**config.mk**
```make
export PLATFORM = sky130hd
export DESIGN_NAME = cache_controller
export DESIGN_NICKNAME = d
export VERILOG_FILES = /design/src/rtl/cache_controller_pkg.sv /design/src/rtl/cache_controller.sv
export SDC_FILE = /design/constraint.sdc
export NUM_CORES = 1
export LEC_CHECK = 0
export ABC_AREA = 0
export ABC_CLOCK_PERIOD_IN_PS = 3100
export BUFFER_PORTS_ARGS = -buffer_cell sky130_fd_sc_hd__buf_2
export CORE_AREA = 10 10 123 125
export DETAILED_ROUTE_END_ITERATION = 8
export DIE_AREA = 0 0 133 135
export PLACE_DENSITY_LB_ADDON = 0.1
export SLEW_MARGIN = 10
export SYNTH_ARGS = -nofsm -noshare
export SYNTH_HDL_FRONTEND = slang
export SYNTH_SLANG_ARGS = --single-unit
```
**constraint.sdc**
```tcl
create_clock -name clk -period 3.1 [get_ports clk]
set_input_delay 0.62 -clock clk [delete_from_list [all_inputs] [get_ports clk]]
set_output_delay 0.62 -clock clk [all_outputs]
set_load 0.005 [all_outputs]
```
**src/rtl/cache_controller_pkg.sv**
```systemverilog
// Shared constants and FSM encoding for the data-cache initiator controller.
package cache_controller_pkg;

  localparam int unsigned DEF_BASE_ADDR = 1024;
  localparam int unsigned TAG_W         = 11;
  localparam int unsigned INDEX_W       = 6;
  localparam int unsigned OFFSET_W      = 1;
  localparam int unsigned LINE_W        = 64;
  localparam int unsigned WORD_W        = 32;
  localparam int unsigned CACHE_ADDR_W  = TAG_W + INDEX_W + OFFSET_W;

  localparam logic [1:0] ST_IDLE    = 2'd0;
  localparam logic [1:0] ST_RD_WAIT = 2'd1;
  localparam logic [1:0] ST_FILL    = 2'd2;
  localparam logic [1:0] ST_WR_WAIT = 2'd3;

endpackage

```
**src/rtl/cache_controller.sv**
```systemverilog
// Turns pipeline loads/stores into cache hits, SRAM line fills (read miss) or
// SRAM write-throughs (store, no-write-allocate with invalidate-on-hit).
module cache_controller
  import cache_controller_pkg::*;
#(
  parameter int unsigned BASE_ADDR   = DEF_BASE_ADDR,
  parameter int unsigned SRAM_ADDR_W = 17
) (
  input  logic                    clk,
  input  logic                    rst,
  input  logic                    MEM_R_EN,
  input  logic                    MEM_W_EN,
  input  logic [31:0]             address,
  input  logic [31:0]             wdata,
  output logic [31:0]             rdata,
  output logic                    ready,
  output logic [17:0]             cache_address,
  input  logic [31:0]             cache_ReadData,
  input  logic                    cache_isHit,
  output logic                    cache_MEM_R_EN,
  output logic                    cache_writeEn,
  output logic [63:0]             cache_WriteData,
  output logic                    cache_invalidate,
  output logic                    cache_LRU_update,
  output logic [SRAM_ADDR_W-1:0]  sram_address,
  output logic [31:0]             sram_wdata,
  output logic                    sram_read_en,
  output logic                    sram_write_en,
  input  logic [63:0]             sram_rdata,
  input  logic                    sram_ready
);

  logic [1:0]              state_q, state_d;
  logic [LINE_W-1:0]       line_buf_q, line_buf_d;
  logic [CACHE_ADDR_W-1:0] word_q, word_d;
  logic [WORD_W-1:0]       wdata_q, wdata_d;

  logic [31:0]             eff;
  logic [CACHE_ADDR_W-1:0] req_word;
  logic [CACHE_ADDR_W-1:0] cur_word;
  logic                    unused_eff_bits;

  // Address captured at request acceptance so a dropped request still completes coherently.
  assign eff             = address - 32'(BASE_ADDR);
  assign req_word        = eff[19:2];
  assign unused_eff_bits = ^{eff[31:20], eff[1:0]};
  assign cur_word        = (state_q == ST_IDLE) ? req_word : word_q;

  assign cache_address    = cur_word;
  assign sram_address     = SRAM_ADDR_W'(cur_word[CACHE_ADDR_W-1:1]);
  assign sram_wdata       = (state_q == ST_IDLE) ? wdata : wdata_q;
  assign cache_WriteData  = line_buf_q;
  assign cache_LRU_update = 1'b0;

  // Next-state, datapath and strobe decode.
  always_comb begin
    state_d          = state_q;
    line_buf_d       = line_buf_q;
    word_d           = word_q;
    wdata_d          = wdata_q;
    rdata            = '0;
    ready            = 1'b0;
    cache_MEM_R_EN   = 1'b0;
    cache_writeEn    = 1'b0;
    cache_invalidate = 1'b0;
    sram_read_en     = 1'b0;
    sram_write_en    = 1'b0;

    case (state_q)
      ST_IDLE: begin
        if (MEM_W_EN) begin
          cache_invalidate = 1'b1;
          word_d           = req_word;
          wdata_d          = wdata;
          state_d          = ST_WR_WAIT;
        end else if (MEM_R_EN) begin
          cache_MEM_R_EN = 1'b1;
          if (cache_isHit) begin
            ready = 1'b1;
            rdata = cache_ReadData;
          end else begin
            word_d  = req_word;
            state_d = ST_RD_WAIT;
          end
        end else begin
          ready = 1'b1;
        end
      end

      ST_RD_WAIT: begin
        sram_read_en = 1'b1;
        if (sram_ready) begin
          line_buf_d = sram_rdata;
          state_d    = ST_FILL;
        end
      end

      ST_FILL: begin
        cache_writeEn = 1'b1;
        ready         = 1'b1;
        rdata         = word_q[0] ? line_buf_q[63:32] : line_buf_q[31:0];
        state_d       = ST_IDLE;
      end

      ST_WR_WAIT: begin
        sram_write_en = 1'b1;
        if (sram_ready) begin
          ready   = 1'b1;
          state_d = ST_IDLE;
        end
      end

      default: state_d = ST_IDLE;
    endcase
  end

  always_ff @(posedge clk) begin
    if (rst) begin
      state_q    <= ST_IDLE;
      line_buf_q <= '0;
      word_q     <= '0;
      wdata_q    <= '0;
    end else begin
      state_q    <= state_d;
      line_buf_q <= line_buf_d;
      word_q     <= word_d;
      wdata_q    <= wdata_d;
    end
  end

endmodule

```
==> qor.yml, run 1 <==
clk_pin_slew_ps: 50
synthToLayoutAreaGrowth_pct: 39.7
hold_violations: 0
cp.arrival_ps: 2040
end_kind: "output pin"
drcViolationCount: 0
synthArstFlopShare_pct: 0
routabilityCongestion: 0.828
synth_top_cell_area_share_pct: 41.8
dr.pass1.iters: 4
holdPathStages: 2
synth_area_leaders: "dfxtp_1 (42%), nand2_1 (16%), a21oi_1 (10%)"
worstHoldPathType: "input pin to flip-flop"
cts_resized: 0
cts_buffers: 17
ys_seq_elements: 116
cts.path.max_buffers: 2
ys.flop_type: "dfxtp_1"
startpoint_type: "flip-flop"
critPathKind: "flip-flop to output pin"
yosys-top-cells-count: "nand2_1 (244), a21oi_1 (116), dfxtp_1 (116)"
r2r-end: "cache_WriteData[34]"
final.min_clock_period_ps: 2660
slew_headroom_pct: 51.7
rsz0062_at_grt: "false"
ys_warn_count: 0
antenna_found_initial: 1
syn_nets: 885
hold_ws_ps: 445
reg2reg_depth: 5
fp-row-count: 41
insertion_delay_ps: 400
numPortBuffers: 320
chipWidth_um: 133
die_h_um: 135
seq_area_frac_synth_pct: 41.8
ctsHoldBuffers: 0
synth_edf_count: 0
initial_utilization_pct: 44.2
final_util_pct: 61.7
finalMaxSlewViolations: 0
finalSetupViolations: 0
tightest_slew_ps: 719
dieArea_mm2: 0.0180
avgSynthCellArea_um2: 7.73
post-route-period-util_pct: 85.8
cts_tree: "yes"
ctsRootBufferMaster: "clkbuf_16"
via_count: 5771
ir_drop_v: 0.000329
p_per_area_mw_per_mm2: 598
routed_wl_um: 19900
netlist_area_mm2: 0.00555
r2r-start: "state_q[0]"
synth_top_cell_by_area: "dfxtp_1"
htree_levels: 4
layout.cells.non_filler: 1184
crit_start: "state_q[1]"
fin_skew_ps: 7.60
grt_max_degree: 69
syn-instance-count: 718
dp.cells: 1151
grt_first_pass_wirelength_um: 30900
drtAntennaViolNets: 0
worstHoldEndpoint: "word_q[8]"
maxCapViolCount: 0
cellLeakagePower_nw: 3.55
hold_start: "address[10]"
postCtsSetupBuffers: 0
synthMostInstantiatedCell: "nand2_1"
viasPerCell: 4.87
ios: 336
nets: 1165
cp_max_fo: 32
clock_sinks: 116
crit_required_ps: 2480
status: "complete, no violations"
grt-ovfl-total: 0
fin_setup_tns_ps: 0
rrSetupSlack_ps: 1240
grt_pass1_vias: 5652
max_freq_ghz: 0.376
grt_usage_pct: 21.2
wl_per_cell_um: 16.8
place_hpwl_um: 15100
drive_gt1_share_pct: 40.9
drt_iter0_markers: 342
coreArea_mm2: 0.0126
synth_cell_type_count: 33
cells in the final DEF (no fill, tap or decap), drive strengths merged, types with 2 or more instances in the layout:
cell type  netlist  routed
a211oi          11      11
clkbuf          29      20
a21oi          116     116
o21ai           33      33
clkinvlp         0       4
xnor2            7       7
inv              4       5
bufinv           0       4
clkinv           0       3
nor3             2       2
nand2          244     244
mux2i           32      32
and2             3       3
buf             42     332
mux2            40      40
nor2            23      23
dfxtp          116     116
nor4b            2       2
nand2b           3       3
nor2b            2       2
through the flow:
stage / area (µm²) / worst slack [ps] / power, W
after floorplan: 5550 / 617 / 0.00223
after global placement: 7120 / 455 / 0.00260
after detailed placement: 7120 / 451 / 0.00261
after CTS: 7760 / 426 / 0.00469
after global routing: 7760 / 308 / 0.00486
final: 7760 / 441 / 0.00464
worst max-delay path: stages, from the launching register on:
cell and delay [ps]:
dfxtp_1 390, nor4b_1 380, and2_1 180, buf_4 320
nand2_1 110, o21ai_0 80, buf_2 160
worst max path at each step:
stage	end	slack (ps)
2_1_floorplan	sram_address[16]	620
3_3_place_gp	sram_address[16]	450
3_5_place_dp	sram_address[16]	450
4_1_cts	rdata[8]	430
5_1_grt	rdata[15]	310
6_report	rdata[12]	440
registers in the layout, summed over array words and instances (netlist names):
name,count
cache_WriteData,64
state_q,2
word_q,18
wdata_q,32
power by group:
part / internal [W] / leakage, nW / switching [W] / total (W)
sequential: 0.00159 / 0.946 / 0.0000720 / 0.00166
clock: 0.00139 / 0.299 / 0.000686 / 0.00207
combinational: 0.000429 / 2.30 / 0.000475 / 0.000905
total: 0.00340 / 3.55 / 0.00123 / 0.00464
logic make-up (layout without fill, tap and decap cells):
| kind of cell | after synthesis | in the layout | synth area share, % |
|---|---|---|---|
| adders and majority gates | 1 | 1 | 0.225 |
| xor gates and xnor gates | 8 | 8 | 1.26 |
| and+or+nand+nor | 283 | 283 | 20.5 |
| muxes | 72 | 72 | 13.9 |
| buffers and inverters | 75 | 368 | 6.94 |
| DFF | 116 | 116 | 41.8 |
| other | 1 | 2 | 0.0675 |
| AOI/OAI and AO/OA | 162 | 162 | 15.3 |
routing by layer:
| metal | vias up | wire length [µm] | share of wire, % | track usage, % |
|---|---|---|---|---|
| met5 | - | 0 | 0 | 0 |
| met3 | 16 | 1610 | 8.1 | 6.90 |
| met2 | 235 | 10100 | 51 | 37.8 |
| met1 | 2588 | 8010 | 40 | 23.5 |
| met4 | 0 | 212 | 1.1 | 6.11 |
| li1 | 2932 | - | - | - |
final cells by class:
type                    instances  area (µm²)
diodes                          1        2.50
clock buffers                  20         457
clock inverters                12         178
fillers                      1199        4810
inverters                       4        15.0
multi-input cells             527        2850
flip-flops and latches        116        2320
well taps                     172         215
repair buffers                332        1720
(Power assumes the default switching activity.)
==> run 2, diff against run 1 <==
Settings changed: CORE_AREA 10 10 123 125 to not set, CORE_MARGIN set to 10, CORE_UTILIZATION set to 31, DIE_AREA 0 0 133 135 to not set.
==> run 2 against run 1 <==
  * First-iteration DRC count decreased by 24%
  * Power decreased by 1.6%
  * Sequential cell count unchanged
  * Fmax decreased by 0.18%
  * Setup slack got worse by 4.7 ps
  * Critical endpoint is now rdata[6]
==> qor.yml, run 2 (synthesis results as in run 1) <==
status: "complete, no violations"
synthToLayoutAreaGrowth_pct: 40.9
tightest_slew_ps: 783
cellLeakagePower_nw: 3.55
maxCapViolCount: 0
drt_iter0_markers: 261
rrSetupSlack_ps: 1120
ctsRootBufferMaster: "clkbuf_16"
insertion_delay_ps: 410
crit_required_ps: 2480
fin_setup_tns_ps: 0
cts_resized: 0
dieArea_mm2: 0.0237
postCtsSetupBuffers: 0
grt_max_degree: 64
initial_utilization_pct: 31.9
cts.path.max_buffers: 2
critPathMaxStageDelay_ps: 400
max_freq_ghz: 0.375
finalSetupViolations: 0
largest_reg_flops: 64
setup_ws_ps: 437
coreArea_mm2: 0.0174
via_count: 5720
clk_pin_slew_ps: 50
cts_buffers: 17
cp.arrival_ps: 2040
viasPerCell: 4.61
hold_ws_ps: 450
cts_tree: "yes"
drcViolationCount: 0
fin_skew_ps: 7.23
ctsHoldBuffers: 0
final_cell_mix: "buf_2 (319), nand2_1 (243), a21oi_1 (116), dfxtp_1 (115), mux2_2 (40)"
grt_usage_pct: 17.2
fp-row-count: 48
crit_path_top_delay_cell: "dfxtp_1"
dr.pass1.iters: 4
routabilityCongestion: 0.794
end_kind: "output pin"
layout.cells.non_filler: 1240
final_util_pct: 44.9
final_common_cell: "buf_2"
grt-ovfl-total: 0
grt_first_pass_wirelength_um: 33100
wl_per_cell_um: 17.1
numPortBuffers: 320
drtAntennaViolNets: 0
nets: 1167
critPathKind: "flip-flop to output pin"
ios: 336
chipWidth_um: 154
grt_pass1_vias: 5734
startpoint_type: "flip-flop"
path_cells: "nor4b_1, and2_1, buf_4, nand2_1, o21ai_0, buf_2"
p_per_area_mw_per_mm2: 584
ir_drop_v: 0.000364
routed_wl_um: 21100
die_h_um: 154
antenna_found_initial: 3
slew_headroom_pct: 47.8
finalMaxSlewViolations: 0
post-route-period-util_pct: 85.9
dp.cells: 1206
drive_gt1_share_pct: 40.9
cp_max_fo: 32
clock_sinks: 116
place_hpwl_um: 16200
final.min_clock_period_ps: 2660
hold_violations: 0
post-place-ws_ps: 463
htree_levels: 4
rsz0062_at_grt: "false"
worstHoldPathType: "input pin to flip-flop"
==> run 2: changes by cell type in the layout (fill, tap and decap cells not counted) <==
| cell | delta |
|---|---|
| buf_12 | +1 |
| buf_4 | +1 |
| bufinv_16 | -1 |
| clkbuf_8 | +1 |
| clkinv_2 | +3 |
| clkinv_4 | -1 |
| clkinvlp_4 | -2 |
| diode_2 | +2 |
| inv_6 | -1 |
==> run 2: final timing paths <==
check        depth (start not counted)   startpoint             endpoint
max                                  6   state_q[1]             rdata[6]
min                                  2  address[10]            word_q[8]
max reg2reg                          5   state_q[0]  cache_WriteData[39]
min reg2reg                          2   wdata_q[2]           wdata_q[2]
==> run 2: metal layers <==
| layer | wire [µm] | GRT usage (%) | share of wire (%) |
|---|---|---|---|
| met1 | 9080 | 20.7 | 43 |
| met2 | 9910 | 28.0 | 47 |
| met3 | 1930 | 6.50 | 9.1 |
| met4 | 227 | 4.95 | 1.1 |
| met5 | 0 | 0 | 0 |
==> run 2: worst max-delay path: cells and delay by family, from the launching register on <==
family | cells | cell delay [ps]
simple gates | 3 | 630
flops | 1 | 400
buf+inv | 2 | 490
compound gates | 1 | 90
==> run 2: layout make-up <==
class / count / area, µm²
fillers: 1830 / 9590
multi-input cells: 527 / 2850
flip-flops and latches: 116 / 2320
repair buffers: 334 / 1750
clock buffers: 21 / 470
well taps: 225 / 282
clock inverters: 10 / 130
inverters: 4 / 15.0
diodes: 3 / 7.51
==> run 2: metrics by stage <==
step,power [W],area [µm²]
CTS,0.00464,7820
global route,0.00482,7820
finish,0.00457,7820
detailed placement,0.00263,7220
floorplan,0.00223,5550
global placement,0.00263,7220
==> run 2: where the power goes <==
part	internal, W	switching [W]
logic	0.000434	0.000479
registers	0.00159	0.0000768
clock network	0.00131	0.000672
==> run 3, diff against run 2 <==
Settings changed: CORE_UTILIZATION 31 to 32.
==> run 3 against run 2 <==
  * Power rose by 0.67%
  * Core utilization rose by 0.70 points
  * Wire length decreased by 2.8%
  * Via count stayed put
  * Sequential power is essentially flat
  * Final cell count down 0.16%
  * Critical path type unchanged
  * Largest cell class unchanged
  * Highest routed layer is now met5
==> qor.yml, run 3 (synthesis results as in run 1) <==
status: "complete, no violations"
grt_max_degree: 117
p_per_area_mw_per_mm2: 587
drtAntennaViolNets: 0
tightest_slew_ps: 752
fin_setup_tns_ps: 0
maxCapViolCount: 0
end_kind: "output pin"
wl_per_cell_um: 16.6
nets: 1166
final.min_clock_period_ps: 2630
grt-ovfl-total: 0
max_freq_ghz: 0.381
cts_resized: 0
coreArea_mm2: 0.0172
ios: 336
crit_required_ps: 2480
die_h_um: 152
viasPerCell: 4.62
cp.arrival_ps: 2010
routed_wl_um: 20600
slew_headroom_pct: 49.6
drt_iter0_markers: 211
finalMaxSlewViolations: 0
rsz0062_at_grt: "false"
initial_utilization_pct: 32.3
drcViolationCount: 0
clock_sinks: 116
numPortBuffers: 320
cp_max_fo: 32
via_count: 5720
grt_pass1_vias: 5658
dr.pass1.iters: 4
cellLeakagePower_nw: 3.56
fp-row-count: 48
htree_levels: 4
clk_pin_slew_ps: 50
postCtsSetupBuffers: 0
largest_reg_flops: 64
chipWidth_um: 152
final_cell_mix: "buf_2 (319), nand2_1 (243), a21oi_1 (116), dfxtp_1 (115), mux2_2 (40)"
synthToLayoutAreaGrowth_pct: 41.1
hold_violations: 0
cts.path.max_buffers: 2
cts_buffers: 17
fill_cells: 1796
antenna_found_initial: 3
fin_area_mm2: 0.00784
drive_gt1_share_pct: 40.9
dpl_cell_area_mm2: 0.00722
grt_usage_pct: 16.8
finalSetupViolations: 0
dieArea_mm2: 0.0230
regArea_mm2: 0.00232
startpoint_type: "flip-flop"
ir_drop_v: 0.000362
ctsHoldBuffers: 0
post-route-period-util_pct: 84.7
routabilityCongestion: 0.886
multi_input_area_mm2: 0.00285
critPathKind: "flip-flop to output pin"
grt_first_pass_wirelength_um: 30300
fin_skew_ps: 14.8
final_common_cell: "buf_2"
ctsRootBufferMaster: "clkbuf_16"
insertion_delay_ps: 420
cts_tree: "yes"
worstHoldPathType: "input pin to flip-flop"
place_hpwl_um: 15600
==> run 3: cell types whose count changed in the layout (fill, tap and decap cells not counted) <==
cell        change
clkinvlp_4      -1
diode_2         -1
clkbuf_8        +1
clkinv_4        +1
clkinv_2        -1
buf_4           -2
buf_12          +1
==> run 3: layout make-up <==
| cell class | count | area share (%) |
|---|---|---|
| clock inverters | 9 | 1.61 |
| diodes | 2 | 0.0639 |
| well taps | 225 | 3.59 |
| multi-input cells | 527 | 36.4 |
| repair buffers | 333 | 22.4 |
| clock buffers | 22 | 6.18 |
| inverters | 4 | 0.192 |
| flip-flops and latches | 116 | 29.7 |
==> run 3: per-layer routing <==
layer | part of all wire [%] | global-route usage, % | wire, µm
met4 | 1.9 | 6.67 | 381
met1 | 40 | 18.8 | 8290
met2 | 47 | 28.1 | 9660
met5 | 0.063 | 0 | 13
met3 | 11 | 6.53 | 2210
==> run 3: worst max-delay path: stages (launching register included) <==
cell and delay, ps:
dfxtp_1 390, nor4b_1 390, and2_1 230, buf_12 200, nand2_1 70, o21ai_1 130, buf_2 170
==> run 3: through the flow <==
stage | worst slack [ps] | total power (W) | hold WS [ps] | std cells | utilization, %
3_3_place_gp | 476 | 0.00262 | 444 | 1205 | 42.0
4_1_cts | 467 | 0.00467 | 421 | 1236 | 45.6
2_1_floorplan | 617 | 0.00223 | 434 | 718 | -
6_report | 473 | 0.00460 | 442 | 1238 | 45.6
3_5_place_dp | 475 | 0.00262 | 448 | 1205 | 42.0
5_1_grt | 337 | 0.00482 | 439 | 1237 | 45.6
==> run 3: worst paths after layout <==
| kind | start | slack, ps | depth (start not counted) | endpoint |
|---|---|---|---|---|
| hold reg to reg | wdata_q[5] | 450 | 2 | wdata_q[5] |
| setup reg to reg | state_q[0] | 1230 | 5 | cache_WriteData[29] |
| setup / recovery | state_q[1] | 470 | 6 | rdata[14] |
| hold / removal | address[10] | 440 | 2 | word_q[8] |
==> run 3: power by group <==
group / total [W] / internal (W) / switching [W]
Sequential: 0.00166 / 0.00159 / 0.0000715
Combinational: 0.000913 / 0.000436 / 0.000477
Clock: 0.00202 / 0.00134 / 0.000685
